File: config.mk
export PLATFORM = sky130hd
export DESIGN_NAME = alu_secuenciador
export DESIGN_NICKNAME = d
export VERILOG_FILES = /design/src/rtl/alu_secuenciador.sv
export SDC_FILE = /design/constraint.sdc
export NUM_CORES = 1
export LEC_CHECK = 0
export ABC_AREA = 1
export CAP_MARGIN = 15
export CORE_ASPECT_RATIO = 1.2
export CORE_MARGIN = 2
export CORE_UTILIZATION = 49
export CTS_BUF_LIST = sky130_fd_sc_hd__clkbuf_8 sky130_fd_sc_hd__clkbuf_16
export CTS_CLUSTER_DIAMETER = 80
export DETAILED_ROUTE_END_ITERATION = 7
export GPL_TIMING_DRIVEN = 0
export HOLD_SLACK_MARGIN = 0.1
export PLACE_DENSITY = 0.83
export SETUP_SLACK_MARGIN = 0.5
export SLEW_MARGIN = 40
export SYNTH_ARGS = -nofsm -noshare
export SYNTH_HDL_FRONTEND = slang
export SYNTH_SLANG_ARGS = --single-unit
File: constraint.sdc
create_clock -name clk -period 2.17 [get_ports clk]
set_input_delay 0.434 -clock clk [delete_from_list [all_inputs] [get_ports clk]]
set_output_delay 0.434 -clock clk [all_outputs]
set_load 0.01 [all_outputs]
File: src/rtl/alu_secuenciador.sv
// Operand/control stage around a combinational ALU: loads A, B and opcode as
// three beats on one valid/ready bus, then registers the ALU result for handoff.
module alu_secuenciador #(
  parameter int ANCHO = 4
) (
  input  logic             clk,
  input  logic             rst_n,
  input  logic             clr,
  input  logic [ANCHO-1:0] din,
  input  logic             din_valid,
  output logic             din_ready,
  output logic [ANCHO-1:0] alu_A,
  output logic [ANCHO-1:0] alu_B,
  output logic [2:0]       alu_sel,
  input  logic [ANCHO-1:0] alu_res,
  output logic [ANCHO-1:0] res,
  output logic             res_zero,
  output logic             res_valid,
  input  logic             res_ready,
  output logic             busy,
  output logic [7:0]       op_count
);

  localparam logic [2:0] LOAD_A  = 3'd0;
  localparam logic [2:0] LOAD_B  = 3'd1;
  localparam logic [2:0] LOAD_OP = 3'd2;
  localparam logic [2:0] EXEC    = 3'd3;
  localparam logic [2:0] HOLD    = 3'd4;

  logic [2:0] state_r;
  logic       din_ready_s;
  logic       busy_s;
  logic       accept_s;

  function automatic logic is_zero(input logic [ANCHO-1:0] v);
    return (v == {ANCHO{1'b0}});
  endfunction

  // Handshake and status decode depend on state only, never on din_valid.
  always_comb begin
    din_ready_s = 1'b0;
    busy_s      = 1'b0;
    case (state_r)
      LOAD_A, LOAD_B, LOAD_OP: begin
        din_ready_s = 1'b1;
        busy_s      = 1'b0;
      end
      EXEC, HOLD: begin
        din_ready_s = 1'b0;
        busy_s      = 1'b1;
      end
      default: begin
        din_ready_s = 1'b0;
        busy_s      = 1'b0;
      end
    endcase
  end

  assign din_ready = din_ready_s;
  assign busy      = busy_s;
  assign accept_s  = din_valid & din_ready_s;

  // Sequencer state, operand registers and result register.
  always_ff @(posedge clk or negedge rst_n) begin
    if (!rst_n) begin
      state_r   <= LOAD_A;
      alu_A     <= {ANCHO{1'b0}};
      alu_B     <= {ANCHO{1'b0}};
      alu_sel   <= 3'b000;
      res       <= {ANCHO{1'b0}};
      res_zero  <= 1'b0;
      res_valid <= 1'b0;
      op_count  <= 8'd0;
    end else if (clr) begin
      // Abort keeps operands, last result and count; only the handshake drops.
      state_r   <= LOAD_A;
      res_valid <= 1'b0;
    end else begin
      case (state_r)
        LOAD_A: begin
          if (accept_s) begin
            alu_A   <= din;
            state_r <= LOAD_B;
          end
        end
        LOAD_B: begin
          if (accept_s) begin
            alu_B   <= din;
            state_r <= LOAD_OP;
          end
        end
        LOAD_OP: begin
          if (accept_s) begin
            alu_sel <= din[2:0];
            state_r <= EXEC;
          end
        end
        EXEC: begin
          res       <= alu_res;
          res_zero  <= is_zero(alu_res);
          res_valid <= 1'b1;
          state_r   <= HOLD;
        end
        HOLD: begin
          if (res_ready) begin
            res_valid <= 1'b0;
            op_count  <= op_count + 8'd1;
            state_r   <= LOAD_A;
          end
        end
        default: begin
          state_r   <= LOAD_A;
          res_valid <= 1'b0;
        end
      endcase
    end
  end

endmodule
==> out/results.tsv <==
metric	value	unit
grt_pass1_wl	5020	um
synth_seq_area_share	0.529	
ant_nets	0	
pre_cts_ws	0.388	ns
dp_hpwl	2110	um
antenna_found_initial	0	
io_pins	40	
cts_root_buf	clkbuf_8	
powerDensity	1050	nW/um^2
diodes	0	
grt_pass1_vias	1161	
clock_path_buffers	2	
cts_tree	done	
max_cap_viol_count	0	
slew_viol_final	0	
outcome	complete, no violations	
layout.nets	225	
cp_max_fo	8	
drt_iter0_markers	49	
grt_remaining_overflow	0	
finalCriticalPeriod	1.62	ns
rsz0062_at_grt	true	
finalNonFillerCells	243	
post_drt_wl_per_cell	12.1	um
tightest_slew	0.609	ns
timing.fmax	617	MHz
cts_buffers	3	
total_power	1.97	mW
core	2550	um^2
synth_seq_cells	28	
vias_per_cell	5.05	
min_path_type	in -> async	
fin_ws	0.549	ns
power_leakage	0.948	nW
die_h	61.0	um
clkTransAtPathRegs	0.09	ns
rows	20	
synthTopCellsByArea	dfrtp_1 53%, nand2_1 18%, o21ai_0 5.7%, inv_1 5.1%, nand3_1 3.4%	
dpl.cell_count	233	
first_pass_iters	4	
start_util	0.519	
port_buffers	39	
place_congestion	0.763	
period_share	0.747	
layout_common_cells	62 x nand2_1, 33 x clkdlybuf4s50_1, 26 x dfrtp_1	
die-area	3140	um^2
worstPathRequired	1.74	ns
vdd_drop_max	0.000688	V
critPathArrivalTime	1.19	ns
tns	0	ns
syn_inst	161	
cp-start-kind	flop	
synth.distinct_cells	18	
worstSkewPairLatency	0.27	ns
synth_warnings	0	
synth_fp_nets	175	
cts_max_level	1	
fp.dieW	51.5	um
clock_skew	0.00250	ns
cts.sinks	28	
drc	0	
grt_use_total	0.214	
slew_headroom	0.594	
mostFrequentLayoutCell	nand2_1	
drt_wl_total	2930	um
vias	1226	
end_kind	output port	
synth_top_cell_by_area	dfrtp_1	
critical_path_class	reg -> out	
syn-cell-area	1330	um^2
synth.avg_cell_area	8.23	um^2
area_growth_syn_to_layout	42.0	%
hold_viol	0	
setup_viol	0	
grt_max_degree	29	
synth_top_area_share	0.529	
fill_cells	201	
drive_above_1_share	0.124	
==> worst max-delay path, stage by stage (launching register included) <==
cell,delay [ns]
dfrtp_1,0.38
buf_6,0.14
nor2_4,0.11
nand2_2,0.08
o21ai_2,0.06
buf_2,0.14
==> cell type report <==
class / instances / area [um^2] / area share
Sequential cell: 28 / 703 / 0.374
Multi-Input combinational cell: 111 / 536 / 0.285
Timing Repair Buffer: 45 / 428 / 0.227
Inverter: 18 / 67.6 / 0.0359
Clock buffer: 3 / 41.3 / 0.0219
Tap cell: 33 / 41.3 / 0.0219
Buffer: 4 / 35.0 / 0.0186
Clock inverter: 1 / 30.0 / 0.0160
==> through the flow <==
| step | hold WS, ns | utilization | area (um^2) |
|---|---|---|---|
| 2_1_floorplan | 0.138 | - | 1330 |
| 3_3_place_gp | 0.456 | 0.688 | 1760 |
| 3_5_place_dp | 0.462 | 0.686 | 1750 |
| 4_1_cts | 0.180 | 0.734 | 1870 |
| 5_1_grt | 0.219 | 0.737 | 1880 |
| 6_report | 0.160 | 0.737 | 1880 |
==> metal layers <==
metal  vias to the layer above  GRT usage  part of all wire
met1                       565      0.256              0.42
met4                         0     0.0677             0.014
met5                         -          0                 0
met3                         5     0.0246             0.047
met2                        46      0.401              0.52
li1                        610          -                 -
==> flip-flops by register name, summed over array words and instances (netlist names) <==
signal / flops
op_count: 8
res: 4
res_valid: 1
state_r: 3
alu_B: 4
alu_A: 4
alu_sel: 3
res_zero: 1
==> worst paths after layout <==
| path | startpoint | slack (ns) | depth (start not counted) | endpoint |
|---|---|---|---|---|
| setup reg to reg | op_count[0] | 0.84 | 9 | op_count[6] |
| min in group clk | res_valid | 0.49 | 2 | res_valid |
| setup / recovery | state_r[0] | 0.55 | 5 | busy |
| max in group asynchronous | rst_n | 1.58 | 1 | state_r[2] |
| hold / removal | rst_n | 0.16 | 1 | op_count[1] |
| hold reg to reg | res_valid | 0.49 | 2 | res_valid |
==> kinds of logic (layout without fill, tap and decap cells) <==
family | Yosys count | count (layout) | synth area share
AO/OA/AOI/OAI | 18 | 18 | 0.0708
XOR/XNOR | 3 | 3 | 0.0198
adder cells (fa/ha/maj) | 1 | 1 | 0.00944
buffers and inverters | 22 | 71 | 0.0755
flip-flops | 28 | 28 | 0.529
AND/OR/NAND/NOR | 89 | 89 | 0.296
==> what timing repair did <==
| action | 4_1_cts | 5_1_grt |
|---|---|---|
| hold buffers | 0 | 0 |
| resized for setup | 9 | 9 |
| pin swaps | 1 | 0 |
| setup endpoints to repair | 7 | 5 |
| setup buffers | 6 | 0 |
==> synth_stat cells <==
cell type and n:
nand3b_1 2, ha_1 1, buf_2 2, inv_1 18
a21oi_1 2, nor2_4 2, nor2_2 1, a21oi_2 1
xor2_1 3, o21ai_0 15, nand4_1 5, nand2_1 62
nand2_2 1, nor2_1 6, buf_6 2, dfrtp_1 28
nor3_2 1, nand3_1 9
==> power by group <==
group / total (mW) / internal (mW) / switching (mW)
Clock: 0.405 / 0.247 / 0.158
Combinational: 0.767 / 0.418 / 0.349
Sequential: 0.795 / 0.692 / 0.103
Total: 1.97 / 1.36 / 0.610
Power figures use the tool's default switching activity.
